`src/rtl/pipelined_csel_adder_pkg.sv`:
```
// Shared definitions for the pipelined carry-select adder: default geometry and mode encoding.
// Latency: n/a (package only).
// Backpressure: n/a (package only).
package pipelined_csel_adder_pkg;

    localparam int DEF_WIDTH = 16;
    localparam int DEF_BLOCK = 4;

    typedef enum logic {
        MODE_ADD = 1'b0,
        MODE_SUB = 1'b1
    } mode_e;

    // Number of pipeline stages: one carry-select block per stage.
    function automatic int calc_nstg(input int width, input int block);
        return width / block;
    endfunction

endpackage

```
`src/rtl/csel_block.sv`:
```
// One BLOCK-bit carry-select slice: both carry-in candidates summed in parallel, then muxed.
// Latency: combinational.
// Backpressure: none (pure datapath).
module csel_block
    import pipelined_csel_adder_pkg::*;
#(
    parameter int BLOCK = DEF_BLOCK
) (
    input  logic [BLOCK-1:0] i_a,
    input  logic [BLOCK-1:0] i_b,
    input  logic             i_cin,
    output logic [BLOCK-1:0] o_s,
    output logic             o_c
);

    logic [BLOCK:0] w_sum0;
    logic [BLOCK:0] w_sum1;

    // Speculative sums for carry-in 0 and carry-in 1; the late-arriving carry only drives the mux.
    assign w_sum0     = {1'b0, i_a} + {1'b0, i_b};
    assign w_sum1     = {1'b0, i_a} + {1'b0, i_b} + {{BLOCK{1'b0}}, 1'b1};
    assign {o_c, o_s} = i_cin ? w_sum1 : w_sum0;

endmodule

```
`src/rtl/pipelined_csel_adder.sv`:
```
// Pipelined add/subtract: stage k resolves bits [k*BLOCK +: BLOCK] from the previous stage's registered carry.
// Latency: NSTG cycles from accepted operands to out_VALID; one result per cycle when unstalled.
// Backpressure: valid/ready; stages stall from the tail on in_READY=0, out_READY drops when stage 0 cannot move.
module pipelined_csel_adder
    import pipelined_csel_adder_pkg::*;
#(
    parameter int WIDTH = DEF_WIDTH,
    parameter int BLOCK = DEF_BLOCK
) (
    input  logic             in_CLK,
    input  logic             in_RST_N,
    input  logic             in_VALID,
    output logic             out_READY,
    input  logic [WIDTH-1:0] in_A,
    input  logic [WIDTH-1:0] in_B,
    input  logic             in_C,
    input  logic             in_SUB,
    output logic             out_VALID,
    input  logic             in_READY,
    output logic [WIDTH-1:0] out_S,
    output logic             out_C,
    output logic             out_V
);

    localparam int NSTG = calc_nstg(WIDTH, BLOCK);

    logic             w_sub;
    logic [WIDTH-1:0] w_b_eff;
    logic             w_cin0;
    logic [NSTG-1:0]  r_vld;
    logic [NSTG-1:0]  w_adv;
    logic [NSTG-1:0]  w_cy;

    // Subtraction is A + ~B + 1; the external carry-in only matters when adding.
    assign w_sub   = (mode_e'(in_SUB) == MODE_SUB);
    assign w_b_eff = w_sub ? ~in_B : in_B;
    assign w_cin0  = w_sub ? 1'b1 : in_C;

    // Advance chain: a stage moves when it is empty or everything downstream of it moves.
    always_comb begin : p_adv
        logic w_acc;
        w_acc         = ~r_vld[NSTG-1] | in_READY;
        w_adv         = '0;
        w_adv[NSTG-1] = w_acc;
        for (int k = NSTG - 2; k >= 0; k--) begin
            w_acc    = ~r_vld[k] | w_acc;
            w_adv[k] = w_acc;
        end
    end

    // Held low while in reset so nothing is offered an accept before the pipeline is live.
    assign out_READY = in_RST_N & w_adv[0];
    assign out_VALID = r_vld[NSTG-1];
    assign out_C     = w_cy[NSTG-1];

    // Valid bits ripple forward under their stage's advance enable.
    always_ff @(posedge in_CLK or negedge in_RST_N) begin
        if (!in_RST_N) begin
            r_vld <= '0;
        end else begin
            if (w_adv[0]) begin
                r_vld[0] <= in_VALID;
            end
            for (int k = 1; k < NSTG; k++) begin
                if (w_adv[k]) begin
                    r_vld[k] <= r_vld[k-1];
                end
            end
        end
    end

    for (genvar gk = 0; gk < NSTG; gk++) begin : g_blk
        logic [BLOCK-1:0] w_a;
        logic [BLOCK-1:0] w_b;
        logic [BLOCK-1:0] w_s;
        logic             w_cin;
        logic             w_c;
        logic             r_cy;
        logic [BLOCK-1:0] r_s_dly [NSTG-gk];

        if (gk == 0) begin : g_first
            assign w_a   = in_A[BLOCK-1:0];
            assign w_b   = w_b_eff[BLOCK-1:0];
            assign w_cin = w_cin0;
        end else begin : g_skew
            logic [BLOCK-1:0] r_a_dly [gk];
            logic [BLOCK-1:0] r_b_dly [gk];

            // Operand slice rides through stages 0..gk-1 until its block's carry is ready.
            always_ff @(posedge in_CLK or negedge in_RST_N) begin
                if (!in_RST_N) begin
                    for (int d = 0; d < gk; d++) begin
                        r_a_dly[d] <= '0;
                        r_b_dly[d] <= '0;
                    end
                end else begin
                    if (w_adv[0]) begin
                        r_a_dly[0] <= in_A[gk*BLOCK +: BLOCK];
                        r_b_dly[0] <= w_b_eff[gk*BLOCK +: BLOCK];
                    end
                    for (int d = 1; d < gk; d++) begin
                        if (w_adv[d]) begin
                            r_a_dly[d] <= r_a_dly[d-1];
                            r_b_dly[d] <= r_b_dly[d-1];
                        end
                    end
                end
            end

            assign w_a   = r_a_dly[gk-1];
            assign w_b   = r_b_dly[gk-1];
            assign w_cin = w_cy[gk-1];
        end

        csel_block #(
            .BLOCK (BLOCK)
        ) u_csel (
            .i_a   (w_a),
            .i_b   (w_b),
            .i_cin (w_cin),
            .o_s   (w_s),
            .o_c   (w_c)
        );

        // Carry for the next block, plus the result slice's delay line out to the final stage.
        always_ff @(posedge in_CLK or negedge in_RST_N) begin
            if (!in_RST_N) begin
                r_cy <= 1'b0;
                for (int d = 0; d < NSTG - gk; d++) begin
                    r_s_dly[d] <= '0;
                end
            end else begin
                if (w_adv[gk]) begin
                    r_cy       <= w_c;
                    r_s_dly[0] <= w_s;
                end
                for (int d = 1; d < NSTG - gk; d++) begin
                    if (w_adv[gk+d]) begin
                        r_s_dly[d] <= r_s_dly[d-1];
                    end
                end
            end
        end

        assign w_cy[gk]                  = r_cy;
        assign out_S[gk*BLOCK +: BLOCK]  = r_s_dly[NSTG-1-gk];

        if (gk == NSTG - 1) begin : g_ovf
            logic r_v;

            // Carry into the MSB equals a^b^s at that bit, so overflow needs no extra adder tap.
            always_ff @(posedge in_CLK or negedge in_RST_N) begin
                if (!in_RST_N) begin
                    r_v <= 1'b0;
                end else if (w_adv[gk]) begin
                    r_v <= w_a[BLOCK-1] ^ w_b[BLOCK-1] ^ w_s[BLOCK-1] ^ w_c;
                end
            end

            assign out_V = r_v;
        end
    end

endmodule

```
`config.mk`:
```
export PLATFORM = sky130hd
export DESIGN_NAME = pipelined_csel_adder
export DESIGN_NICKNAME = d
export VERILOG_FILES = /design/src/rtl/pipelined_csel_adder_pkg.sv /design/src/rtl/csel_block.sv /design/src/rtl/pipelined_csel_adder.sv
export SDC_FILE = /design/constraint.sdc
export NUM_CORES = 1
export LEC_CHECK = 0
export ABC_AREA = 1
export BUFFER_PORTS_ARGS = -buffer_cell sky130_fd_sc_hd__buf_2
export CORE_AREA = 2 2 134 136
export CTS_CLUSTER_DIAMETER = 80
export CTS_CLUSTER_SIZE = 14
export DETAILED_ROUTE_END_ITERATION = 10
export DIE_AREA = 0 0 136 138
export GPL_ROUTABILITY_DRIVEN = 0
export SYNTH_ARGS = -nofsm -noshare
export SYNTH_HDL_FRONTEND = slang
export SYNTH_SLANG_ARGS = --single-unit
```
`constraint.sdc`:
```
create_clock -name in_CLK -period 2.1 [get_ports in_CLK]
set_input_delay 0.105 -clock in_CLK [delete_from_list [all_inputs] [get_ports in_CLK]]
set_output_delay 0.105 -clock in_CLK [all_outputs]
set_load 0.02 [all_outputs]
```
* Yosys cells after proc, flatten, opt, wreduce, memory -nomap -nowiden
Index checks and enable logic that the tools add are counted.
Cells by class: $add $sub $neg 8, multipliers 0, div/mod/pow operators 0, order comparisons 0, equality and inequality tests 0, shift-type cells 0, mux-type cells 6, bitwise operators 13, reductions and logical operators 0
Operators by type and width (count):
- adder 4 x 4 -> 5 bit | 4
- adder 5 x 1 -> 5 bit, second input constant | 4
- two-way mux 5 bit | 4
- two-way mux 16 bit | 1
- NOT 16 bit | 1
- NOT 1 bit | 4
- OR 1 bit | 4
- bitwise XOR 1 bit | 3
- AND 1 bit | 1
- two-way mux 1 bit | 1
Word-level totals: flip-flop bits (word level) 97, bits in latches 0, memory bits (writable) 0, memory bits (read-only) 0, logic and storage cells 58, memories kept 0

* Longest topological paths before layout
Gate-level depths: netlist of run 1.
word-level depth 6, gate-level depth with buffers 13

* Modules after synthesis
Synthesis of run 1 repeated with hierarchy kept, for this count alone.
Unflattened totals: cells, all modules 635, area, all modules 5078.6 µm²
By module, submodules not included:
- pipelined_csel_adder | times used 1, cells each 443, area an instance 3990.1 µm², seq. area each 2427.3 µm²
- csel_block (g_blk[0].u_csel ...) | times used 3, cells each 47, area an instance 265.3 µm², seq. area each 0.0 µm²
- csel_block (g_blk[2].u_csel) | times used 1, cells each 51, area an instance 292.8 µm², seq. area each 0.0 µm²

* Worst setup path after synthesis of run 1
No wires, ideal clock.
path type input to register, start input in_SUB, end register g_blk[0].r_cy, setup time 126 ps, arrival 1958 ps, slack 16 ps, cell stages on the path 11, path buffers 2, path through buf_2 > buf_2 > xor2_1 > ha_1 > fa_1 > ha_1 > and3_1 > nand2_1 > nand2_1 > nand3_1 > o21ai_0
Between the ends: word-level cells in the longest chain between the ends 4
RTL lines:
- start, declared | line pipelined_csel_adder.sv:17 | input logic in_SUB,
- two-way mux 16 bit | line pipelined_csel_adder.sv:36 | assign w_b_eff = w_sub ? ~in_B : in_B;
- adder 4 x 4 -> 5 bit | line csel_block.sv:20, csel_block.sv:21
- adder 5 x 1 -> 5 bit | line csel_block.sv:21 | assign w_sum1 = {1'b0, i_a} + {1'b0, i_b} + {{BLOCK{1'b0}}, 1'b1};
- two-way mux 5 bit * | line csel_block.sv:22 | assign {o_c, o_s} = i_cin ? w_sum1 : w_sum0;
- end signal, assigned | line pipelined_csel_adder.sv:134 | r_cy <= w_c;
- end, declared | line pipelined_csel_adder.sv:78 | logic r_cy;
Mark *: on every way between the ends. The rest lies on a longest branch, timed or not. A chain may end at the register's enable or synchronous reset.

* Worst setup path after layout of run 1
start register g_blk[3].g_skew.r_b_dly (netlist bit g_blk[3].w_b[0]), end register g_blk[3].g_ovf.r_v (netlist: out_V)
Between the ends: word-level cells in the longest chain between the ends 5
RTL lines:
- start, declared | line pipelined_csel_adder.sv:87 | logic [BLOCK-1:0] r_b_dly [gk];
- start signal, assigned by index | line pipelined_csel_adder.sv:104 | r_b_dly[d] <= r_b_dly[d-1];
- adder 4 x 4 -> 5 bit * | line csel_block.sv:20, csel_block.sv:21
- adder 5 x 1 -> 5 bit | line csel_block.sv:21
- two-way mux 5 bit * | line csel_block.sv:22
- bitwise XOR 1 bit | line pipelined_csel_adder.sv:156 | r_v <= w_a[BLOCK-1] ^ w_b[BLOCK-1] ^ w_s[BLOCK-1] ^ w_c;
- bitwise XOR 1 bit * | line pipelined_csel_adder.sv:156
- end signal, assigned | line pipelined_csel_adder.sv:156
- end, declared | line pipelined_csel_adder.sv:149 | logic r_v;
Marked as above.

==> results of run 1 <==
synthesized netlist by cell type:
library cell	number	area, sq um
a31oi_1	4	25.0
ha_1	20	250
buf_2	3	15.0
inv_2	2	7.51
or2_2	2	12.5
inv_4	1	6.26
xnor2_1	14	123
clkbuf_1	5	18.8
a21oi_1	14	70.1
clkinv_4	1	8.76
o21ai_1	6	30.0
o31ai_1	4	30.0
o21ai_0	27	135
nand2_1	230	863
nor2_4	2	22.5
nand3_1	18	90.1
and3_1	3	18.8
buf_6	3	33.8
nor2_1	17	63.8
nand4_1	4	25.0
buf_1	1	3.75
buf_4	18	135
inv_1	32	120
nand2_4	1	11.3
dfrtp_1	97	2430
fa_1	4	80.1
nor2_8	1	20.0
xor2_1	11	96.3
metal layers:
layer | track usage | wire, um | share of wire
met1 | 0.161 | 5060 | 0.54
met2 | 0.150 | 3850 | 0.41
met3 | 0.0224 | 343 | 0.036
met4 | 0.0477 | 195 | 0.021
met5 | 0 | 0 | 0
state kept, by name (all words and copies together) (netlist names):
signal                count
g_blk.g_skew.r_a_dly     16
g_blk.g_skew.r_b_dly     16
g_blk.r_cy                3
g_blk.r_s_dly            28
g_blk.w_a                 8
g_blk.w_b                 8
out_C                     1
out_S                    12
out_V                     1
r_vld                     4
cell type report:
type | count | area, sq um
clock inverters | 4 | 51.3
clock buffers | 12 | 256
flip-flops and latches | 97 | 2430
repair buffers | 81 | 515
multi-input cells | 382 | 2010
well taps | 229 | 287
inverters | 36 | 150
fillers | 1904 | 11800
critical path, cell delays in order (launching register included):
cell and delay, ns:
dfrtp_1 0.38, ha_2 0.19, inv_2 0.05, fa_1 0.42, inv_2 0.09, ha_4 0.14, nand2_2 0.06, nor2_4 0.11
nand3_1 0.08, nand2_1 0.08, nand2_2 0.06, a21oi_2 0.13, nand2_1 0.06
through the flow:
stage	utilization	power, uW
finish	0.325	6400
global route	0.325	6920
CTS	0.321	6390
detailed placement	0.295	4640
global placement	0.295	4590
floorplan	-	4180
report_power, final:
group	leakage [uW]	total, uW	internal [uW]	switching [uW]
registers	0.00116	2720	2400	319
clock network	0.000149	1700	989	710
logic	0.00156	1980	770	1210
what timing repair did:
item                                   in CTS  in global routing
pin swaps                                   0                  8
hold buffers                               14                  0
endpoints found under the hold margin     110                  0
buffers inserted                            0                  3
cloned                                      0                  0
setup endpoints to repair                   2                  3
gates resized for setup                     2                 12
cells by family (layout without fill, tap and decap cells):
family	count (synthesis)	count (layout)
flops	97	97
xor+xnor	25	25
simple gates	278	278
fa+ha+maj	24	24
compound gates	55	55
buf+inv	66	133
path summary, 6_finish.rpt:
kind                                         endpoint  cells past startpoint
hold reg to reg            g_blk[3].g_skew.r_b_dly[5]                      2
min in group asynchronous         g_blk[2].r_s_dly[4]                      3
setup / recovery                                out_V                     12
hold / removal             g_blk[1].g_skew.r_b_dly[3]                      3
max in group asynchronous        g_blk[0].r_s_dly[12]                      3
setup reg to reg                                out_V                     12
==> reports/metrics.csv, run 1 <==
metric,value,unit
status,"complete, no violations",
netlist_instances,545,
tns,0,ns
die-area,18800,sq um
numClockSinks,97,
dp_hpwl,6740,um
wl,9450,um
placed_cell_area,5180,sq um
synthesis.area,4740,sq um
cp_data_arrival_time,2.21,ns
drive_above_1_share,0.167,
post-place-ws,0.00140,ns
end_kind,flip-flop,
worst_slew_pin_slew,0.518,ns
cts_inserted_buffers,9,
overflow,0,
clock-root-buffer,clkbuf_16,
via_count,3391,
core,17500,sq um
setup_slack,0.131,ns
drt-vias-per-instance,4.03,
antenna_found_initial,0,
path_clk_slew,0.07,ns
initial_utilization,0.271,
first_iter_violations,146,
nets,669,
leakagePower,0.00287,uW
clock_path_buffers,2,
drtPass1Iterations,6,
cp_max_fo,3,
synth_top_family_by_area,simple AND/OR/NAND/NOR gates,
drv_slew,0,
synth.area.mux_share,0,
grt_max_degree,98,
whs,0.0380,ns
synth_cell_type_count,28,
period_minus_slack,1.97,ns
die_w,136,um
grt_pass1_wl,16200,um
p_per_area,1120,nW/um^2
area_delta_synth_final,20.2,%
synth-simple-area-share,0.238,
syn_nets,607,
num_io_pins,58,
rsz0062_at_grt,true,
crit_start,g_blk[3].w_b[0],
min-delay-path-class,in2reg,
skew,0.00672,ns
vdd_drop_max,0.000403,V
worstPathRequired,2.34,ns
r2r_slack,0.13,ns
startpoint_type,flip-flop,
min_from,in_B[7],
syn_area_per_cell,8.70,sq um
ant_nets,0,
grtUsageTotal,0.108,
antenna_cells,0,
synth_warnings,0,
reg2reg_from,g_blk[3].w_b[0],
setup_viol,0,
relSlewSlack,0.655,
port-buffer-count,57,
fmax,508,MHz
ys_ff_latch,97,
yosysSeqAreaShare,0.512,
finalInstanceArea,5700,sq um
period_share,0.937,
fp-row-count,49,
drc,0,
finalHoldViolCount,0,
cts_tree,done,
synth_xor_area_frac,0.0462,
synth_compound_area_frac,0.0612,
grt_pass1_vias,3280,
die_h,138,um
place_inst,808,
layout_common_cells,"nand2_1 (228), dfrtp_1 (97), buf_2 (56)",
critical_path_class,reg2reg,
wl_per_cell,11.2,um
synthAdderAreaFrac,0.0696,
cap_violations,0,
stdcell_count,841,
insertion_delay,0.35,ns
cts.htree.levels,3,
layout_commonest_cell,nand2_1,
No activity file was read; power rests on OpenSTA's default activity.
==> inputs of run 2 (changes only) <==
--- a/config.mk
+++ b/config.mk
@@ -7,6 +7,7 @@
 export LEC_CHECK = 0
 export ABC_AREA = 1
 export BUFFER_PORTS_ARGS = -buffer_cell sky130_fd_sc_hd__buf_2
+export CAP_MARGIN = 20
 export CORE_AREA = 2 2 134 136
 export CTS_CLUSTER_DIAMETER = 80
 export CTS_CLUSTER_SIZE = 14
==> constraint.sdc (replaced) <==
create_clock -name in_CLK -period 2.1 [get_ports in_CLK]
set_input_delay 0.105 -clock in_CLK [delete_from_list [all_inputs] [get_ports in_CLK]]
set_output_delay 0.105 -clock in_CLK [all_outputs]
set_load 0.05 [all_outputs]
==> run 2 against run 1 <==
Effect of this change:
- count of clock-buffer cells in the layout down 2
- routed wire length up 3.0%
- combinational power up 17%
- hold slack better by 0.0047 ns
- die area unchanged
- flip-flop and latch count unchanged
- critical endpoint unchanged
- highest routed layer unchanged
==> reports/metrics.csv, run 2 (synthesis gave the netlist of run 1 again) <==
metric,value,unit,change
status,"complete, no violations",,
die_h,138,um,unchanged
first_iter_violations,231,,+58%
drt-vias-per-instance,4.09,,+1.5%
fmax,503,MHz,-0.98%
port-buffer-count,57,,unchanged
overflow,0,,unchanged
clock_path_buffers,2,,unchanged
setup_viol,0,,unchanged
tns,0,ns,unchanged
min_from,in_B[7],,
drtPass1Iterations,4,,-2
antenna_found_initial,0,,unchanged
ff2ff_path_depth,13,,+1
worstPathRequired,2.39,ns,+0.05 ns
whs,0.0427,ns,+0.00474 ns
largest_reg_flops,28,,unchanged
reg_top3,"g_blk.r_s_dly (28), g_blk.g_skew.r_a_dly (16), g_blk.g_skew.r_b_dly (16)",,
num_io_pins,58,,unchanged
area_delta_synth_final,19.3,%,
leakagePower,0.00286,uW,-0.50%
worst_slew_pin_slew,0.376,ns,-0.141 ns
regMostFlops,g_blk.r_s_dly,,
p_total,6530,uW,+2.0%
cp_data_arrival_time,2.28,ns,+0.07 ns
fp-row-count,49,,unchanged
fin_util,0.323,,-0.00235
nets,671,,+0.30%
r2r_slack,0.11,ns,-0.02 ns
cap_violations,0,,unchanged
grt_max_degree,49,,-50%
layout_commonest_cell,nand2_1,,
r2r_end,out_V,,
ant_nets,0,,unchanged
min_to,g_blk[1].g_skew.r_b_dly[3],,
slowest_delay,0.41,ns,about the same
core,17500,sq um,unchanged
cpMostUsedCell,nand2_1,,
die_w,136,um,unchanged
initial_utilization,0.271,,unchanged
reg2reg_from,g_blk[3].w_b[0],,
via_count,3442,,+1.5%
grtUsageTotal,0.108,,+0.000139
stdcell_count,841,,unchanged
antenna_cells,0,,unchanged
drive_above_1_share,0.165,,-0.00163
cp_max_fo,3,,unchanged
end_kind,flip-flop,,
p_per_area,1150,nW/um^2,+2.7%
startpoint_type,flip-flop,,
period_share,0.947,,+0.00930
crit_family,adder cells,,
drv_slew,0,,unchanged
min-delay-path-class,in2reg,,
place_inst,809,,+0.12%
clock-root-buffer,clkbuf_16,,
vdd_drop_max,0.000436,V,+8.0%
grt_pass1_vias,3347,,+2.0%
layout_common_cells,"nand2_1 (229), dfrtp_1 (97), buf_2 (56)",,
cts_inserted_buffers,9,,unchanged
insertion_delay,0.35,ns,about the same
cts_tree,done,,
relSlewSlack,0.749,,+0.0939
worstPathCellList,ha_2 -> inv_2 -> fa_1 -> inv_2 -> ha_4 -> nand2_1 -> nor2_2 -> nand3_1 -> nand2_1 -> nand2_2 -> nor2_2 -> nand2_1 -> nand2_1,,
wl,9740,um,+3.0%
hold-path-cell-count,3,,unchanged
die-area,18800,sq um,unchanged
skew,0.00805,ns,+0.00133 ns
cp_slowest_cell,fa_1,,
path_clk_slew,0.07,ns,about the same
dp_hpwl,6910,um,+2.5%
wl_per_cell,11.6,um,+3.0%
path_buf_inv,2,,unchanged
critical_path_class,reg2reg,,
cts.htree.levels,3,,unchanged
grt_pass1_wl,16300,um,+0.30%
finalHoldViolCount,0,,unchanged
period_minus_slack,1.99,ns,+0.0195 ns
drc,0,,unchanged
numClockSinks,97,,unchanged
[run 2: what timing repair did]
item | 4_1_cts | 5_1_grt
pin swaps | 0 | 4
endpoints found under the hold margin | 37 | 0
gates resized for setup | 1 | 10
hold buffers | 14 | 0
setup endpoints to repair | 1 | 3
buffers inserted | 0 | 3
gates cloned | 0 | 1
[run 2: per-stage QoR]
| step | setup slack (ns) | cell area, sq um |
|---|---|---|
| floorplan | 0.0164 | 4750 |
| global placement | 0.0707 | 5190 |
| detailed placement | 0.0188 | 5190 |
| CTS | 0.0000422 | 5590 |
| global route | -0.0129 | 5660 |
| finish | 0.112 | 5660 |
[run 2: where the power goes]
| group | switching, uW | leakage [uW] | internal [uW] | total [uW] |
|---|---|---|---|---|
| registers | 318 | 0.00116 | 2400 | 2720 |
| clock network | 692 | 0.000125 | 794 | 1490 |
| logic | 1560 | 0.00157 | 758 | 2320 |
| total | 2570 | 0.00286 | 3950 | 6530 |
[run 2: worst reg2reg max path: cells and delay by family, from the launching register on]
family	cells	cell delay, ns
flops	1	0.39
simple gates	8	0.65
fa+ha+maj	3	0.74
buf+inv	2	0.15
[run 2: layout make-up]
class                           instances  area, sq um
Fill cell                            1887        11900
Sequential cell                        97         2430
Multi-Input combinational cell        382         2000
Timing Repair Buffer                   82          523
Tap cell                              229          287
Clock buffer                           10          229
Inverter                               36          150
Clock inverter                          4         30.0
Timing Repair inverter                  1         8.76
[run 2: worst max path at each step]
stage | from | endpoint | cells past startpoint
global route | g_blk[3].w_b[0] | out_V | 13
CTS | g_blk[3].w_a[0] | out_V | 13
finish | g_blk[3].w_b[0] | out_V | 13
floorplan | in_SUB | g_blk[0].r_cy | 11
detailed placement | g_blk[3].w_a[0] | out_V | 13
global placement | g_blk[3].w_a[0] | out_V | 13
[run 2: layer usage]
layer,share of wire,wire [um],vias to the layer above,track usage
met2,0.44,4260,62,0.164
li1,-,-,1829,-
met4,0.020,192,0,0.0461
met5,0,0,-,0
met3,0.025,242,12,0.0183
met1,0.52,5040,1539,0.152
